===== src/rtl/sr_bank_if.sv =====
// Request/acknowledge bundle between two requesters and the SR bank controller.
// Handshake: a requester holds req with op/idx stable until its one-cycle ack;
// the controller samples op/idx only at the grant edge.
interface sr_bank_if #(
    parameter int IW = 2
);
    logic          a_req;
    logic [1:0]    a_op;
    logic [IW-1:0] a_idx;
    logic          a_ack;
    logic          b_req;
    logic [1:0]    b_op;
    logic [IW-1:0] b_idx;
    logic          b_ack;

    modport master (
        output a_req, a_op, a_idx, b_req, b_op, b_idx,
        input  a_ack, b_ack
    );

    modport slave (
        input  a_req, a_op, a_idx, b_req, b_op, b_idx,
        output a_ack, b_ack
    );
endinterface


===== src/rtl/sr_bank_ctrl.sv =====
// Two-requester, round-robin controller that pulses set/reset strobes into an
// external bank of SR flops and mirrors the commanded cell states on q.
module sr_bank_ctrl #(
    parameter int N     = 4,
    parameter int PULSE = 2,
    parameter int IW    = 2
) (
    input  logic         clk,
    input  logic         rst,
    sr_bank_if.slave     bus,
    output logic [N-1:0] s_out,
    output logic [N-1:0] r_out,
    output logic [N-1:0] q,
    output logic         busy,
    output logic         err,
    output logic [1:0]   state_dbg
);
    localparam logic [1:0] IDLE  = 2'd0;
    localparam logic [1:0] DRIVE = 2'd1;
    localparam logic [1:0] DONE  = 2'd2;

    localparam logic [1:0] OP_NOP = 2'b00;
    localparam logic [1:0] OP_CLR = 2'b01;
    localparam logic [1:0] OP_SET = 2'b10;
    localparam logic [1:0] OP_ILL = 2'b11;

    localparam logic [IW:0] N_L = (IW+1)'(N);

    logic [1:0]    state;
    logic          ptr;      // 0: A holds priority, 1: B holds priority
    logic [3:0]    cnt;
    logic [1:0]    op_r;
    logic [IW-1:0] idx_r;
    logic          id_r;     // 0: A owns the operation, 1: B owns it

    logic          grant_b;
    logic          idx_ok;
    logic          strobe_op;
    logic [N-1:0]  onehot;

    assign grant_b   = bus.b_req && (!bus.a_req || ptr);
    assign idx_ok    = {1'b0, idx_r} < N_L;
    assign strobe_op = idx_ok && (op_r == OP_SET || op_r == OP_CLR);
    assign onehot    = {{(N-1){1'b0}}, 1'b1} << idx_r;

    always_ff @(posedge clk or posedge rst) begin
        if (rst) begin
            state <= IDLE;
            ptr   <= 1'b0;
            cnt   <= 4'd0;
            op_r  <= OP_NOP;
            idx_r <= '0;
            id_r  <= 1'b0;
            q     <= '0;
            err   <= 1'b0;
        end else begin
            case (state)
                IDLE: begin
                    if (bus.a_req || bus.b_req) begin
                        op_r  <= grant_b ? bus.b_op  : bus.a_op;
                        idx_r <= grant_b ? bus.b_idx : bus.a_idx;
                        id_r  <= grant_b;
                        ptr   <= !grant_b;
                        cnt   <= 4'(PULSE - 1);
                        state <= DRIVE;
                    end
                end
                DRIVE: begin
                    // Strobe-less operations leave after a single cycle.
                    if (cnt == 4'd0 || !strobe_op) begin
                        state <= DONE;
                        if (strobe_op)
                            q <= (op_r == OP_SET) ? (q | onehot) : (q & ~onehot);
                        if (op_r == OP_ILL || !idx_ok)
                            err <= 1'b1;
                    end else begin
                        cnt <= cnt - 4'd1;
                    end
                end
                DONE:    state <= IDLE;
                default: state <= IDLE;
            endcase
        end
    end

    // Strobes decode straight from state so a reset drops them at once.
    assign s_out     = (state == DRIVE && strobe_op && op_r == OP_SET) ? onehot : '0;
    assign r_out     = (state == DRIVE && strobe_op && op_r == OP_CLR) ? onehot : '0;
    assign bus.a_ack = (state == DONE) && !id_r;
    assign bus.b_ack = (state == DONE) && id_r;
    assign busy      = (state != IDLE);
    assign state_dbg = state;
endmodule


===== src/flat_wrapper.sv =====
// flat-port wrapper written by rule: the top's interface ports become plain ports
module sr_bank_ctrl_flat 
#(
    parameter int N     = 4,
    parameter int PULSE = 2,
    parameter int IW    = 2
)
  (clk, rst, s_out, r_out, q, busy, err, state_dbg, bus_a_req, bus_a_op, bus_a_idx, bus_b_req, bus_b_op, bus_b_idx, bus_a_ack, bus_b_ack);
  sr_bank_if #(.IW(IW)) bus_i ();
  input  logic clk;
  input  logic rst;
  output logic [N-1:0] s_out;
  output logic [N-1:0] r_out;
  output logic [N-1:0] q;
  output logic busy;
  output logic err;
  output logic [1:0] state_dbg;
  input wire logic [$bits(bus_i.a_req)-1:0] bus_a_req;
  input wire logic [$bits(bus_i.a_op)-1:0] bus_a_op;
  input wire logic [$bits(bus_i.a_idx)-1:0] bus_a_idx;
  input wire logic [$bits(bus_i.b_req)-1:0] bus_b_req;
  input wire logic [$bits(bus_i.b_op)-1:0] bus_b_op;
  input wire logic [$bits(bus_i.b_idx)-1:0] bus_b_idx;
  output wire logic [$bits(bus_i.a_ack)-1:0] bus_a_ack;
  output wire logic [$bits(bus_i.b_ack)-1:0] bus_b_ack;
  assign bus_i.a_req = bus_a_req;
  assign bus_i.a_op = bus_a_op;
  assign bus_i.a_idx = bus_a_idx;
  assign bus_i.b_req = bus_b_req;
  assign bus_i.b_op = bus_b_op;
  assign bus_i.b_idx = bus_b_idx;
  assign bus_a_ack = bus_i.a_ack;
  assign bus_b_ack = bus_i.b_ack;
  sr_bank_ctrl #(.N(N), .PULSE(PULSE), .IW(IW)) u_core (.clk(clk), .rst(rst), .bus(bus_i), .s_out(s_out), .r_out(r_out), .q(q), .busy(busy), .err(err), .state_dbg(state_dbg));
endmodule

===== config.mk =====
export PLATFORM = sky130hd
export DESIGN_NAME = sr_bank_ctrl_flat
export DESIGN_NICKNAME = d
export VERILOG_FILES = /design/src/rtl/sr_bank_if.sv /design/src/rtl/sr_bank_ctrl.sv /design/src/flat_wrapper.sv
export SDC_FILE = /design/constraint.sdc
export NUM_CORES = 1
export LEC_CHECK = 0
export ABC_AREA = 1
export CAP_MARGIN = 40
export CORE_UTILIZATION = 50
export CTS_BUF_LIST = sky130_fd_sc_hd__clkbuf_4 sky130_fd_sc_hd__clkbuf_8
export CTS_CLUSTER_DIAMETER = 80
export CTS_CLUSTER_SIZE = 25
export DETAILED_ROUTE_END_ITERATION = 10
export GPL_TIMING_DRIVEN = 0
export PLACE_DENSITY = 0.85
export SLEW_MARGIN = 0
export SYNTH_ARGS = -nofsm -noshare
export SYNTH_HDL_FRONTEND = slang
export SYNTH_SLANG_ARGS = --single-unit

===== constraint.sdc =====
create_clock -name clk -period 3.7 [get_ports clk]
set_input_delay 0.37 -clock clk [delete_from_list [all_inputs] [get_ports clk]]
set_output_delay 0.37 -clock clk [all_outputs]
set_load 0.05 [all_outputs]

; ---- Yosys cells after proc, flatten, opt, wreduce, memory -nomap -nowiden
; Cells that the tools add are included.
[op_classes]
add_sub_neg = 1
n_eq_ne = 8
n_shift = 1
muxes = 11
bitwise_logic = 3
n_reduce_logical = 23
[ops]
columns = operator, count
row1 = 4-bit two-way mux, 5
row2 = 3-bit AND reduction, 3
row3 = 2-bit two-way mux, 4
row4 = 4-bit case mux with 2 select lines, 1
row5 = "2-bit == test, second input constant", 3
row6 = 1-bit logical AND, 6
row7 = 4-bit AND, 1
row8 = "2-bit by 1-bit == test with 1-bit output, second input constant", 2
row9 = 1-bit logical NOT, 4
row10 = 4-bit logical NOT, 1
row11 = 1-bit logical OR, 4
row12 = "2-bit by 1-bit != test with 1-bit output, second input constant", 2
row13 = 4-bit NOT, 1
row14 = 4-bit bitwise OR, 1
row15 = 2-bit case mux with 2 select lines, 1
row16 = 2-bit AND reduction, 2
row17 = 2-bit nonzero test, 2
row18 = "1-bit by 2-bit << shifter with 4-bit output, first input constant", 1
row19 = "4-bit by 1-bit subtractor with 4-bit output, second input constant", 1
row20 = 2-bit logical NOT, 1
row21 = "2-bit != test, second input constant", 1
[totals]
reg_bits = 17
in_bits = 12
word_cells = 55

; ---- Depth between registers and ports, before layout
; Gate-level depths: netlist (run 1).
[logic_depth]
word_depth = 6
depth_mapped = 8
ltp_nobuf = 8

; ---- Worst setup path after synthesis (run 1)
; No wires, ideal clock.
[synth_path]
kind = register to output
from = reg u_core.state[0] (netlist: u_core.state_dbg[0])
to = out r_out[0]
arrival_ns = 2.112
path_slack_ns = 1.218
stages_incl_launch_ff = 5
cell_sequence = dfrtp_1 > inv_2 > nor2_4 > nand3_1 > nor3_1
[synth_via]
elab_chain_cells = 4
[synth_lines]
columns = item, line_no
row1 = "start, declared", sr_bank_ctrl.sv:29  ; logic [1:0] state;
row2 = "start signal, assigned", sr_bank_ctrl.sv:48  ; state <= IDLE;
row3 = "start signal, assigned", sr_bank_ctrl.sv:65  ; state <= DRIVE;
row4 = "start signal, assigned", sr_bank_ctrl.sv:71  ; state <= DONE;
row5 = 2-bit by 1-bit == test with 1-bit output, sr_bank_ctrl.sv:88  ; assign r_out = (state == DRIVE && strobe_op && op_r == OP_CLR) ? onehot : '0;
row6 = 1-bit logical AND (2 in a row), sr_bank_ctrl.sv:88
row7 = 4-bit two-way mux, sr_bank_ctrl.sv:88
row8 = "end, declared", flat_wrapper.sv:13  ; output logic [N-1:0] r_out;
; Every way passes these cells.

; ---- Final worst setup path (run 1)
[layout_path]
from = reg u_core.op_r[0]
to = out r_out[1]
[layout_via]
elab_chain_cells = 5
word_cells_on_any_way = 6
cone_classes = eq/ne (2) / mux (1) / reduce/logical (3)
[layout_lines]
columns = item, line_no
row1 = "start, declared", sr_bank_ctrl.sv:32  ; logic [1:0] op_r;
row2 = "start signal, assigned", sr_bank_ctrl.sv:60  ; op_r <= grant_b ? bus.b_op : bus.a_op;
row3 = 2-bit == test or 2-bit by 1-bit == test with 1-bit output (tied branches), "sr_bank_ctrl.sv:43, sr_bank_ctrl.sv:88"
row4 = 1-bit logical OR, sr_bank_ctrl.sv:43  ; assign strobe_op = idx_ok && (op_r == OP_SET || op_r == OP_CLR);
row5 = 1-bit logical AND, sr_bank_ctrl.sv:88
row6 = 1-bit logical AND (*), sr_bank_ctrl.sv:88
row7 = 4-bit two-way mux (*), sr_bank_ctrl.sv:88
; Mark *: on every way between the ends. The rest lies on a longest branch, timed or not.

==> results.yml, run 1 <==
outcome:
  outcome: "finished, final reports clean"
cts:
  cts-resized-gates: 0
  clock_path_buffers: 2
  path_clk_slew_ps: 100
  cts_tree: "yes"
  clockRootBuffer: "clkbuf_4"
  clk_latency_ps: 290
  ctsHoldBuffers: 0
  postCtsSetupRepairBufs: 0
  cts_made_buffers: 3
  cts_sinks: 17
  htree_num_levels: 1
layout:
  multi_input_area_um2: 477
  final_util: 0.751
  seq_area_um2: 425
  insertedDiodeCount: 0
  nNetsFinal: 181
  drive_above_1_share: 0.110
  fillCellCount: 146
  final_common_cell: "nand2_1"
  area_growth_pct: 35.6
  final_cell_mix: "36 x nand2_1, 29 x clkdlybuf4s50_1, 19 x inv_1, 17 x dfrtp_1, 14 x nor2_1"
synth:
  synthTopCellsByArea: "dfrtp_1 43%, nand2_1 14%, inv_1 7.2%"
  netlist_instances: 130
  seq_area_frac_synth: 0.431
  netlist_area_um2: 987
  yosys.area.top_type: "dfrtp_1"
  syn-num-nets: 147
  ys_seq_elements: 17
  synth.avg_cell_area_um2: 7.59
  yosys.cell_types.count: 21
  synth_edf_count: 0
  ys.flop_type: "dfrtp_1"
  netlist.area_leader.share: 0.431
  async_flop_share: 1.00
  ys_warn_count: 0
routing:
  dr.pass1.iters: 4
  wl_per_cell_um: 11.8
  viasPerCell: 4.89
  wl_um: 2210
  ant_nets: 0
  drt_iter0_drc: 20
  drc: 0
  via_count: 919
sta:
  finalHoldViolCount: 0
  period_share: 0.745
  slew_headroom: 0.559
  setup_tns_ps: 0
  finalSetupViolCount: 0
  grt_setup_unrepaired: "false"
  setup_slack_ps: 942
  clock-skew-final_ps: 1.78
  worst_pin_slew_ps: 660
  slew_violations: 0
  post-route-min-period_ps: 2760
  timing.fmax_ghz: 0.363
setup_path:
  start_kind: "flip-flop"
  reg2reg_from: "u_core.op_r[0]"
  worstSetupStartpoint: "u_core.op_r[0]"
  rr_worst_depth: 8
  cp_max_fo: 4
  rrSetupSlack_ps: 2240
  crit_arrival_ps: 2390
  critPathKind: "flip-flop to output pin"
  required_ps: 3330
  cp-end-kind: "output pin"
global_routing:
  grt_max_degree: 18
  first_global_vias: 858
  antenna_found_initial: 0
  grt_overflow: 0
  grt_pass1_wl_um: 3520
  grt.total_usage: 0.232
pwr:
  vdd_ir_drop_max_uv: 514
  p_leak_nw: 0.649
  pwr-share-comb: 0.620
  clkPwrFrac: 0.094
  power.switching_w: 0.000605
  power_density_mw_per_mm2: 857
  p_seq_frac: 0.287
  intPower_w: 0.000542
  netSwitchingFraction: 0.528
run:
  cap_viol_max_count: 0
hold_path:
  hold_path_class: "primary input to asynchronous set/reset pin"
floorplan:
  row_count: 15
  initial_utilization: 0.554
  boundaryPins: 30
  die_h_um: 46.4
  core_mm2: 0.00178
  fp.dieW_um: 46.4
  die_area_mm2: 0.00216
placement:
  pre_cts_slack_ps: 1260
  gp_congestion: 0.730
  dpl.hpwl_um: 1710
  port_buffers: 29
[worst max path at each step]
stage	to
after floorplan	r_out[0]
after global placement	r_out[2]
after detailed placement	r_out[1]
after CTS	r_out[2]
after global routing	r_out[1]
final	r_out[1]
[kinds of logic after synthesis]
kind of cell	synth area share
fa+ha+maj	0.0634
compound gates	0.0481
xor+xnor	0.00887
flops	0.431
simple gates	0.362
buf+inv	0.0862
[Yosys cell counts, types with 2 or more instances]
cell,count
buf_2,2
dfrtp_1,17
ha_1,5
inv_1,19
nand2_1,36
nand2_2,2
nand3_1,11
nor2_1,14
nor2_2,3
nor2_4,2
nor3_1,8
o21bai_1,2
[through the flow]
step / power [W] / cell area (µm²) / hold WS (ps) / instances
finish: 0.00115 / 1340 / 462 / 188
global route: 0.00123 / 1340 / 516 / 188
CTS: 0.00115 / 1340 / 480 / 188
detailed placement: 0.00104 / 1310 / 462 / 184
global placement: 0.00101 / 1310 / 450 / 184
floorplan: 0.000845 / 987 / 296 / 130
[critical path, cell delays in order (launching register included)]
cell and delay, ps:
dfrtp_1 410, inv_1 60, ha_1 280, inv_1 160
nand3_1 190, nor3_1 180, clkdlybuf4s50_1 830
[final cells by class]
class / count / share of cell area
multi-input cells: 91 / 0.356
well taps: 25 / 0.0234
repair buffers: 29 / 0.217
clock buffers: 4 / 0.0224
flip-flops and latches: 17 / 0.318
plain buffers: 2 / 0.00748
inverters: 20 / 0.0561
[power groups by stage]
stage	combinational, W	sequential (W)	clock, W
CTS	0.000713	0.000329	0.000110
detailed placement	0.000708	0.000332	0
global route	0.000773	0.000341	0.000118
finish	0.000711	0.000329	0.000108
floorplan	0.000428	0.000417	0
global placement	0.000685	0.000326	0
[metal layers]
layer  global-route usage  routed length [µm]  vias up  share of wire
met4               0.0824                  20        0         0.0090
met5                    0                   0        -              0
met1                0.265                 954      425           0.43
li1                     -                   -      467              -
met3               0.0392                  55        4          0.025
met2                0.425                1180       23           0.53
Power figures use the tool's default switching activity.
==> inputs of run 2 (changes only) <==
--- a/config.mk
+++ b/config.mk
@@ -7,13 +7,13 @@
 export LEC_CHECK = 0
 export ABC_AREA = 1
 export CAP_MARGIN = 40
-export CORE_UTILIZATION = 50
+export CORE_UTILIZATION = 43
 export CTS_BUF_LIST = sky130_fd_sc_hd__clkbuf_4 sky130_fd_sc_hd__clkbuf_8
 export CTS_CLUSTER_DIAMETER = 80
 export CTS_CLUSTER_SIZE = 25
 export DETAILED_ROUTE_END_ITERATION = 10
 export GPL_TIMING_DRIVEN = 0
-export PLACE_DENSITY = 0.85
+export PLACE_DENSITY = 0.77
 export SLEW_MARGIN = 0
 export SYNTH_ARGS = -nofsm -noshare
 export SYNTH_HDL_FRONTEND = slang
==> constraint.sdc (replaced) <==
create_clock -name clk -period 2.5 [get_ports clk]
set_input_delay 0.25 -clock clk [delete_from_list [all_inputs] [get_ports clk]]
set_output_delay 0.25 -clock clk [all_outputs]
set_load 0.05 [all_outputs]
==> run 2 against run 1 <==
Cell count grew 1.1%. Final area up 0.37%. Non-clock buffer count stayed put. Clock power up 50%. Core utilization shrank 9.9 points. Sequential share of layout area decreased by 0.12 points. Wire length down 1.7%. Clock skew up 3.7 ps. Register-to-register slack worse by 1200 ps. Critical path type unchanged. Largest cell class unchanged.
==> results.yml, run 2 (synthesis gave the netlist of run 1 again) <==
outcome:
  outcome: "finished, final reports clean"
floorplan:
  die_h_um: 49.9
  die_area_mm2: 0.00249
  initial_utilization: 0.479
  core_mm2: 0.00206
  row_count: 16
  fp.dieW_um: 49.9
  boundaryPins: 30
sta:
  finalSetupViolCount: 0
  grt_setup_unrepaired: "false"
  clock-skew-final_ps: 5.46
  finalHoldViolCount: 0
  post-route-min-period_ps: 2340
  worst_pin_slew_ps: 657
  timing.fmax_ghz: 0.427
  slew_headroom: 0.562
  slew_violations: 0
  setup_tns_ps: 0
  period_share: 0.936
setup_path:
  cp-end-kind: "output pin"
  start_kind: "flip-flop"
  crit_arrival_ps: 2090
  required_ps: 2250
  rrSetupSlack_ps: 1060
  critPathKind: "flip-flop to output pin"
  cp_max_fo: 4
  rr_worst_depth: 8
  reg2reg_from: "u_core.op_r[0]"
routing:
  drc: 0
  ant_nets: 0
  via_count: 910
  viasPerCell: 4.79
  wl_per_cell_um: 11.4
  dr.pass1.iters: 6
  drt_iter0_drc: 20
  wl_um: 2170
cts:
  cts_made_buffers: 3
  cts_sinks: 17
  path_clk_slew_ps: 100
  htree_num_levels: 1
  postCtsSetupRepairBufs: 0
  clock_path_buffers: 2
  clockRootBuffer: "clkbuf_4"
  ctsHoldBuffers: 0
  cts_tree: "yes"
  clk_latency_ps: 290
run:
  cap_viol_max_count: 0
layout:
  final_cell_mix: "36 x nand2_1, 22 x clkdlybuf4s50_1, 19 x inv_1, 17 x dfrtp_1, 14 x nor2_1"
  final_common_cell: "nand2_1"
  insertedDiodeCount: 0
  nNetsFinal: 181
  area_growth_pct: 36.1
  drive_above_1_share: 0.110
  fillCellCount: 183
global_routing:
  grt_max_degree: 18
  antenna_found_initial: 0
  grt_pass1_wl_um: 3870
  grt_overflow: 0
  grt.total_usage: 0.202
  first_global_vias: 949
pwr:
  p_seq_frac: 0.286
  intPower_w: 0.000800
  pwr-share-comb: 0.618
  power.total_w: 0.00169
  power_density_mw_per_mm2: 1250
  p_leak_nw: 0.723
  power.switching_w: 0.000887
  netSwitchingFraction: 0.526
  vdd_ir_drop_max_uv: 849
  clkPwrFrac: 0.096
placement:
  port_buffers: 29
  gp_congestion: 0.736
  dpl.hpwl_um: 1690
hold_path:
  hold_path_class: "primary input to asynchronous set/reset pin"
## run 2: changes by cell type in the layout (fill, tap and decap cells not counted)
cell,delta
dlygate4sd2_1,+4
clkdlybuf4s50_1,-7
dlymetal6s2s_1,+3
## run 2: per-stage QoR
stage               std cells   util  setup slack, ps  instance area [µm²]  hold WS [ps]
floorplan                 130      -              138                  987           176
global placement          186  0.636              234                 1310           454
detailed placement        186  0.636              200                 1310           463
CTS                       190  0.648             5.32                 1340           365
global route              190  0.652             13.3                 1340           410
finish                    190  0.652              159                 1340           337
## run 2: critical path: stages, from the launching register on
cell,delay (ps)
dfrtp_1,410
inv_1,60
ha_1,280
inv_1,150
nand3_1,190
nor3_1,160
dlygate4sd2_1,560
## run 2: layer usage
| layer | vias to the layer above | wire length [µm] | GRT usage |
|---|---|---|---|
| met2 | 27 | 1160 | 0.401 |
| met4 | 0 | 11 | 0.0286 |
| met1 | 404 | 903 | 0.220 |
| met5 | - | 0 | 0 |
| li1 | 475 | - | - |
| met3 | 4 | 96 | 0.0370 |
## run 2: power by group through the flow
stage / logic (W) / clock network, W / registers (W)
after global routing: 0.00115 / 0.000177 / 0.000500
after detailed placement: 0.00104 / 0 / 0.000490
final: 0.00104 / 0.000162 / 0.000483
after CTS: 0.00105 / 0.000166 / 0.000484
after global placement: 0.00101 / 0 / 0.000484
after floorplan: 0.000633 / 0 / 0.000617
## run 2: timing repair
action | CTS | global route
endpoints found under the hold margin | 0 | 0
endpoints found under the setup margin | 4 | 3
resized for setup | 4 | 3
## run 2: final cells by class
| cell class | instances | area (µm²) | area share |
|---|---|---|---|
| Multi-Input combinational cell | 91 | 477 | 0.355 |
| Clock buffer | 4 | 30.0 | 0.0223 |
| Timing Repair Buffer | 29 | 293 | 0.218 |
| Sequential cell | 17 | 425 | 0.317 |
| Buffer | 2 | 10.0 | 0.00745 |
| Inverter | 20 | 75.1 | 0.0559 |
| Tap cell | 27 | 33.8 | 0.0251 |
## run 2: how the worst max path moves through the flow
stage	startpoint	end	cells past startpoint
5_1_grt	u_core.op_r[0]	r_out[1]	6
3_3_place_gp	u_core.op_r[0]	r_out[1]	6
2_1_floorplan	u_core.state_dbg[0]	r_out[0]	4
6_report	u_core.op_r[0]	r_out[1]	6
4_1_cts	u_core.op_r[0]	s_out[2]	5
3_5_place_dp	u_core.op_r[0]	r_out[1]	6
